**src/rtl/clock_adjust_ctrl.sv**
```systemverilog
// Wall-clock UI controller: button sync/debounce, run/adjust FSM,
// counter strobes, display select and digit blink.
module clock_adjust_ctrl #(
  parameter int DEBOUNCE_MS     = 20,
  parameter int REPEAT_DELAY_MS = 500,
  parameter int REPEAT_MS       = 200,
  parameter int BLINK_MS        = 250
) (
  input  logic       clk,
  input  logic       reset,
  input  logic       tick_1ms,
  input  logic       btn_mode,
  input  logic       btn_sel,
  input  logic       btn_inc,
  output logic [1:0] disp_mode,
  output logic       adjust,
  output logic       sec_hold,
  output logic       sec_clr,
  output logic       inc_min,
  output logic       inc_hour,
  output logic [3:0] t_blink
);

  localparam int DBW = $clog2(DEBOUNCE_MS + 1);
  localparam int HW  = $clog2(REPEAT_DELAY_MS + REPEAT_MS + 1);
  localparam int BW  = $clog2(BLINK_MS + 1);

  localparam logic [1:0] RUN      = 2'd0;
  localparam logic [1:0] ADJ_MIN  = 2'd1;
  localparam logic [1:0] ADJ_HOUR = 2'd2;
  localparam logic [1:0] ADJ_SEC  = 2'd3;

  // bit 0 mode, bit 1 sel, bit 2 inc
  logic [2:0]     btn_raw;
  logic [2:0]     sync1_q, sync2_q;
  logic [2:0]     stable_q, stable_d;
  logic [2:0]     prev_q;
  logic [2:0]     armed_q, armed_d;
  logic [DBW-1:0] db_q [3];
  logic [DBW-1:0] db_d [3];
  logic [2:0]     press;
  logic           p_mode, p_sel, p_inc;

  logic [1:0]     state_q, state_d;
  logic [1:0]     run_q, run_d;
  logic           st_chg;

  logic           rep_en, rep_fire;
  logic [HW-1:0]  hold_q, hold_d;

  logic [BW-1:0]  blk_q, blk_d;
  logic           phase_q, phase_d;

  logic           sec_hold_q;
  logic           inc_min_q, inc_hour_q, sec_clr_q;
  logic           inc_ev;
  logic [3:0]     mask;

  assign btn_raw = {btn_inc, btn_sel, btn_mode};

  // A button held through reset must be seen released before it can press
  assign armed_d = armed_q | ~sync2_q;
  assign press   = stable_q & ~prev_q & armed_q;
  assign p_mode  = press[0];
  assign p_sel   = press[1] & ~press[0];
  assign p_inc   = press[2] & ~press[0] & ~press[1];

  // Per-button debounce counters advance only on 1 ms ticks
  always_comb begin
    stable_d = stable_q;
    for (int i = 0; i < 3; i++) begin
      db_d[i] = db_q[i];
      if (tick_1ms) begin
        if (sync2_q[i] != stable_q[i]) begin
          if (db_q[i] == DBW'(DEBOUNCE_MS - 1)) begin
            stable_d[i] = ~stable_q[i];
            db_d[i]     = '0;
          end else begin
            db_d[i] = db_q[i] + DBW'(1);
          end
        end else begin
          db_d[i] = '0;
        end
      end
    end
  end

  // Run/adjust state and run-mode display selection
  always_comb begin
    state_d = state_q;
    run_d   = run_q;
    if (p_mode) begin
      state_d = (state_q == RUN) ? ADJ_MIN : RUN;
    end else if (p_sel) begin
      case (state_q)
        RUN:      run_d   = run_q + 2'd1;
        ADJ_MIN:  state_d = ADJ_HOUR;
        ADJ_HOUR: state_d = ADJ_SEC;
        default:  state_d = ADJ_MIN;
      endcase
    end
  end

  assign st_chg = (state_d != state_q);

  // Inc auto-repeat while held in minute/hour adjust
  always_comb begin
    rep_en   = stable_q[2] & armed_q[2] &
               ((state_q == ADJ_MIN) | (state_q == ADJ_HOUR));
    hold_d   = hold_q;
    rep_fire = 1'b0;
    if (!rep_en || st_chg) begin
      hold_d = '0;
    end else if (tick_1ms) begin
      if (hold_q == HW'(REPEAT_DELAY_MS + REPEAT_MS - 1)) begin
        hold_d   = HW'(REPEAT_DELAY_MS);
        rep_fire = 1'b1;
      end else begin
        hold_d   = hold_q + HW'(1);
        rep_fire = (hold_q == HW'(REPEAT_DELAY_MS - 1));
      end
    end
  end

  // Blink phase restarts visible on every state change
  always_comb begin
    blk_d   = blk_q;
    phase_d = phase_q;
    if (st_chg) begin
      blk_d   = '0;
      phase_d = 1'b1;
    end else if (tick_1ms) begin
      if (blk_q == BW'(BLINK_MS - 1)) begin
        blk_d   = '0;
        phase_d = ~phase_q;
      end else begin
        blk_d = blk_q + BW'(1);
      end
    end
  end

  assign inc_ev = p_inc | rep_fire;

  // All state and registered strobes
  always_ff @(posedge clk) begin
    if (reset) begin
      sync1_q    <= 3'b111;
      sync2_q    <= 3'b111;
      stable_q   <= '0;
      prev_q     <= '0;
      armed_q    <= '0;
      for (int i = 0; i < 3; i++) db_q[i] <= '0;
      state_q    <= RUN;
      run_q      <= 2'd0;
      hold_q     <= '0;
      blk_q      <= '0;
      phase_q    <= 1'b1;
      sec_hold_q <= 1'b0;
      inc_min_q  <= 1'b0;
      inc_hour_q <= 1'b0;
      sec_clr_q  <= 1'b0;
    end else begin
      sync1_q    <= btn_raw;
      sync2_q    <= sync1_q;
      stable_q   <= stable_d;
      prev_q     <= stable_q;
      armed_q    <= armed_d;
      for (int i = 0; i < 3; i++) db_q[i] <= db_d[i];
      state_q    <= state_d;
      run_q      <= run_d;
      hold_q     <= hold_d;
      blk_q      <= blk_d;
      phase_q    <= phase_d;
      sec_hold_q <= (state_d == ADJ_SEC);
      inc_min_q  <= inc_ev & (state_q == ADJ_MIN);
      inc_hour_q <= inc_ev & (state_q == ADJ_HOUR);
      sec_clr_q  <= p_inc & (state_q == ADJ_SEC);
    end
  end

  // Display select and blink mask decode
  always_comb begin
    case (state_q)
      RUN: begin
        disp_mode = run_q;
        mask      = 4'b0000;
      end
      ADJ_HOUR: begin
        disp_mode = 2'b01;
        mask      = 4'b1100;
      end
      ADJ_MIN: begin
        disp_mode = 2'b00;
        mask      = 4'b1100;
      end
      default: begin
        disp_mode = 2'b00;
        mask      = 4'b0011;
      end
    endcase
  end

  assign adjust   = (state_q != RUN);
  assign t_blink  = phase_q ? mask : 4'b0000;
  assign sec_hold = sec_hold_q;
  assign inc_min  = inc_min_q;
  assign inc_hour = inc_hour_q;
  assign sec_clr  = sec_clr_q;

endmodule

```
**config.mk**
```make
export PLATFORM = sky130hd
export DESIGN_NAME = clock_adjust_ctrl
export DESIGN_NICKNAME = d
export VERILOG_FILES = /design/src/rtl/clock_adjust_ctrl.sv
export SDC_FILE = /design/constraint.sdc
export NUM_CORES = 1
export LEC_CHECK = 0
export ABC_CLOCK_PERIOD_IN_PS = 2280
export BUFFER_PORTS_ARGS = -buffer_cell sky130_fd_sc_hd__buf_2
export CAP_MARGIN = 25
export CORE_ASPECT_RATIO = 0.5
export CORE_MARGIN = 2
export CORE_UTILIZATION = 50
export DETAILED_ROUTE_END_ITERATION = 10
export PLACE_DENSITY = 0.68
export SLEW_MARGIN = 0
export SYNTH_ARGS = -nofsm -noshare
export SYNTH_HDL_FRONTEND = slang
export SYNTH_SLANG_ARGS = --single-unit
```
**constraint.sdc**
```tcl
create_clock -name clk -period 2.28 [get_ports clk]
set_input_delay 0.114 -clock clk [delete_from_list [all_inputs] [get_ports clk]]
set_output_delay 0.114 -clock clk [all_outputs]
set_load 0.005 [all_outputs]
```
Word-level counts from Yosys, hierarchy flattened
Memories as Yosys holds them, arrays and structs flattened.
Cells that the tools add are included.
- register bits: 42
- bits in writable memories: 15
- input bits: 6
- output and inout port bits: 11
- memories kept: 1
- add/sub/neg operators: 6
- eq/ne operators: 14
- mux-type cells: 27
- bitwise gates (word level): 24
- reductions and logical operators: 12
- memories (memory ; words ; width ; read ports ; clocked after memory_dff ; wr ports ; line ; text):
    db_q ; 3 ; 5 ; 3 ; 0 ; 3 ; 39 ; logic [DBW-1:0] db_q [3];
- operators by type and width (kind ; count):
    $mux W5 ; 12
    $add A5 B1 Y5 const B ; 3
    $eq A5 B5 Y1 const B ; 3
    $reduce_and A3 Y1 ; 4
    $add A10 B1 Y10 const B ; 1
    $eq A10 B10 Y1 const B ; 1
    $eq A10 B9 Y1 const B ; 1
    $mux W10 ; 1
    $add A8 B1 Y8 const B ; 1
    $and A1 B1 Y1 ; 8
    $eq A8 B8 Y1 const B ; 1
    $mux W8 ; 1
    $pmux W4 S2 ; 1
    $mux W1 ; 7
    $and A3 B3 Y3 ; 2
    $eq A2 B2 Y1 const B ; 3
    $not A1 Y1 ; 6
    $not A3 Y3 ; 2
    $pmux W2 S3 ; 1
    $reduce_or A2 Y1 ; 3
    $or A1 B1 Y1 ; 5
    $mux W2 ; 2
    $mux W4 ; 1
    $pmux W2 S2 ; 1
    10 further kinds ; 12

Logic depth before layout (Yosys ltp)
- depth after elaboration: 12
- mapped depth: 6

Least setup slack after synthesis
Ideal clock, no wire load.
- path kind: reg-to-reg
- from: reg state_q[0]
- to: reg blk_q[1]
- library setup time: 0.080 ns
- arrival: 1.711 ns
- data required time: 2.200 ns
- setup slack: 0.490 ns
- stages on the path, launching flop included: 7
- period minus slack after synthesis: 1.790 ns
- cells stage by stage: dfxtp_1 > inv_1 > ha_1 > or3_1 > nand4_2 > nand4b_4 > a211oi_2
- longest elaborated chain between the ends: 6
- elaborated cells on any way between the ends: 9
- ends and longest elaborated chain (what ; line ; text):
    from (decl) ; 44 ; logic [1:0] state_q, state_d;
    from (signal assigned) ; 169 ; state_q <= state_d;
    $eq A2 B2 Y1, or another cell as far along ; 95 ; case (state_q)
    $pmux W2 S3 ; 95 ;
    $mux W2 ; 94 ; end else if (p_sel) begin
    $mux W2 ; 92 ; if (p_mode) begin
    $ne A2 B2 Y1 * ; 104 ; assign st_chg = (state_d != state_q);
    $reduce_or A2 Y1 (no line) * ; n/a ;
    to (signal assigned) ; 172 ; blk_q <= blk_d;
    to (decl) ; 51 ; logic [BW-1:0] blk_q, blk_d;
Mark *: on every way between the ends. The rest lies on a longest branch, timed or not.
A chain may end at the register's enable or synchronous reset.

Worst setup path in the final report
- from: reg state_q[1]
- to: reg blk_q[1]
The elaborated chain is that of the path after synthesis.

==> reports/metrics.cfg <==
[worst_setup_path]
path_buf_inv=1
critPathSlowestCell=dfxtp_1
critPathMaxStageDelay_ns=0.45
start_kind=flop
r2r_slack_ns=0.31
path_delay_family=simple AND/OR/NAND/NOR gates
end_kind=flop
path_class=flop to flop
cp.arrival_ns=2.22
path_cells=inv_1 -> ha_1 -> or3_1 -> nand4_2 -> nand4b_4 -> a211oi_2
worstPathRequired_ns=2.53
cp_max_fo=8

[floorplanning]
io_pins=17
dieArea_mm2=0.00589
placementRows=18
die_h_um=55.3
core_area_mm2=0.00500
die_w_um=107
initial_utilization_pct=52.6

[layout]
n_antenna_cell=0
syn2layout_area_growth_pct=14.7
fin_nets=310
layout-drive-gt1-share_pct=19.4

[yosys]
syn-cell-area_mm2=0.00263
synth_area_per_cell_um2=9.70
yosysWarnings=0
syn-num-nets=287
syn_inst=271
synth_edf_count=0
ys_ff_latch=57
synth_top_area_share_pct=43.4
yosysSeqAreaShare_pct=43.4
synth_area_leaders=dfxtp_1 43%, xnor2_1 5.7%, nor2_1 4.9%
async_flop_share_pct=0
yosys.area.top_type=dfxtp_1
synth_flop_cell=dfxtp_1
ys_types=52

[clocking]
path_clk_slew_ns=0.06
cts_setup_buffers=0
cts_buffers=9
clock_latency_ns=0.33
cts_buffer_depth=2
htreeDepth=3
clkSinkCount=57
tritoncts=yes
root_buffer=clkbuf_8

[global_route]
track_usage_pct=17.5
grt_pass1_vias=1904
grt_overflow=0
grt_pass1_wl_um=8230
grt_max_degree=33
antenna_found_initial=0

[timing]
drv_slew=0
skew_ns=0.00805
setup_tns_ns=0
fmax_ghz=0.507
timing.final.ws_setup_ns=0.308
min_period_ns=1.97
slew_headroom_pct=65.9
worstMarginPinSlew_ns=0.512
grt_setup_unrepaired=no
finalSetupViolCount=0
min_period_over_period_pct=86.5
hold_viol_final=0

[detailed_routing]
drt_iter0_markers=71
wl_per_cell_um=12.1
drc=0
vias=1885
vias_per_cell=5.11
ant_nets=0
drtPass1Iterations=4
wirelength_um=4470

[flow_run]
maxCapViolCount=0

[placement]
port_buffers=16
place_hpwl_um=3170
dp_slack_ns=0.332
place_congestion=0.809

[power_and_ir_drop]
irDropWorstVdd_uv=369
power_leakage_nw=1.09
powerDensity_mw_per_mm2=721

[status]
status=finished clean

[min_path]
hold_path.class=input port to flop

metal layers:
metal / part of all wire [%] / up-vias / track usage [%]
li1: - / 981 / -
met1: 47 / 880 / 20.5
met2: 48 / 18 / 29.9
met3: 4.0 / 6 / 7.08
met4: 0.89 / 0 / 4.45
met5: 0 / - / 0
flip-flops by register name, indices dropped and copies added, names as in the netlist, 2 cells and up:
signal,cells
run_q,2
sync2_q,3
prev_q,3
armed_q,3
stable_q,3
hold_q,10
db_q,15
sync1_q,3
blk_q,8
state_q,2
cell type report:
cell class,instances,area (um^2)
fill,459,1990
multi-input combinational,193,1390
sequential,57,1140
clock buffer,11,151
timing repair buffer,20,118
tap,70,87.6
clock inverter,5,77.6
inverter,13,48.8
placed cells by master, fill, tap and decap left out, types with 2 or more instances in the layout:
master,netlist,layout
nand2_1,14,14
or3_1,4,4
mux2i_1,5,5
xnor2_1,17,17
nand3b_1,4,4
and3b_1,2,2
clkbuf_8,0,11
a21o_1,2,2
dlygate4sd3_1,0,3
buf_2,2,16
bufinv_16,0,2
and2_1,7,7
nand4bb_1,3,3
o32ai_1,2,2
clkinv_2,0,2
a211oi_1,4,4
a21oi_1,9,9
nor2_1,34,34
nand4_1,12,12
xor2_1,12,12
nand3_1,4,4
dfxtp_1,57,57
nor3_1,9,9
a21boi_1,2,2
ha_1,10,10
nand3_2,3,3
nor2b_1,4,4
or2_2,6,6
nor4b_2,2,2
inv_1,12,12
worst paths after layout:
path / from / to / cells after the start
setup / recovery: state_q[1] / blk_q[1] / 6
hold / removal: reset / run_q[1] / 2
setup reg to reg: state_q[1] / blk_q[1] / 6
hold reg to reg: sync1_q[0] / sync2_q[0] / 1
worst reg2reg max path, cell delays in order, from the launching register on:
cell	delay, ns
dfxtp_1	0.45
inv_1	0.14
ha_1	0.34
or3_1	0.40
nand4_2	0.18
nand4b_4	0.18
a211oi_2	0.22
logic make-up (layout without fill, tap and decap cells):
logic type               Yosys count  in the layout  share of synthesized area [%]
AO/OA/AOI/OAI                     27             27                           7.33
multiplexers                       6              6                           2.33
flip-flops                        57             57                           43.4
XOR/XNOR                          30             30                           10.3
adder cells (fa/ha/maj)           10             10                           4.76
AND/OR/NAND/NOR                  120            120                           28.2
buffers and inverters             21             49                           3.67
stage by stage:
| stage | power, mW | cell area, um^2 | hold slack [ns] | instances | utilization, % |
|---|---|---|---|---|---|
| CTS | 2.20 | 3010 | 0.230 | 369 | 60.3 |
| finish | 2.17 | 3010 | 0.242 | 369 | 60.3 |
| global route | 2.27 | 3010 | 0.253 | 369 | 60.3 |
| floorplan | 1.12 | 2630 | 0.205 | 271 | - |
| global placement | 1.13 | 2760 | 0.296 | 350 | 55.1 |
| detailed placement | 1.14 | 2760 | 0.300 | 350 | 55.1 |
report_power, final:
| part | total, mW | switching, mW | internal, mW |
|---|---|---|---|
| logic | 0.0844 | 0.0447 | 0.0397 |
| registers | 1.03 | 0.0174 | 1.02 |
| clock network | 1.05 | 0.382 | 0.670 |
cells in the mapped netlist, types with 5 or more instances:
| cell type | instances |
|---|---|
| dfxtp_1 | 57 |
| nor2_1 | 34 |
| xnor2_1 | 17 |
| nand2_1 | 14 |
| inv_1 | 12 |
| nand4_1 | 12 |
| xor2_1 | 12 |
| ha_1 | 10 |
| a21oi_1 | 9 |
| nor3_1 | 9 |
| and2_1 | 7 |
| or2_2 | 6 |
| mux2i_1 | 5 |
what timing repair did:
| item | in CTS | in global routing |
|---|---|---|
| endpoints found under the hold margin | 3 | 0 |
| hold buffers | 3 | 0 |
| gates resized for setup | 0 | 0 |
(Power assumes the default switching activity.)
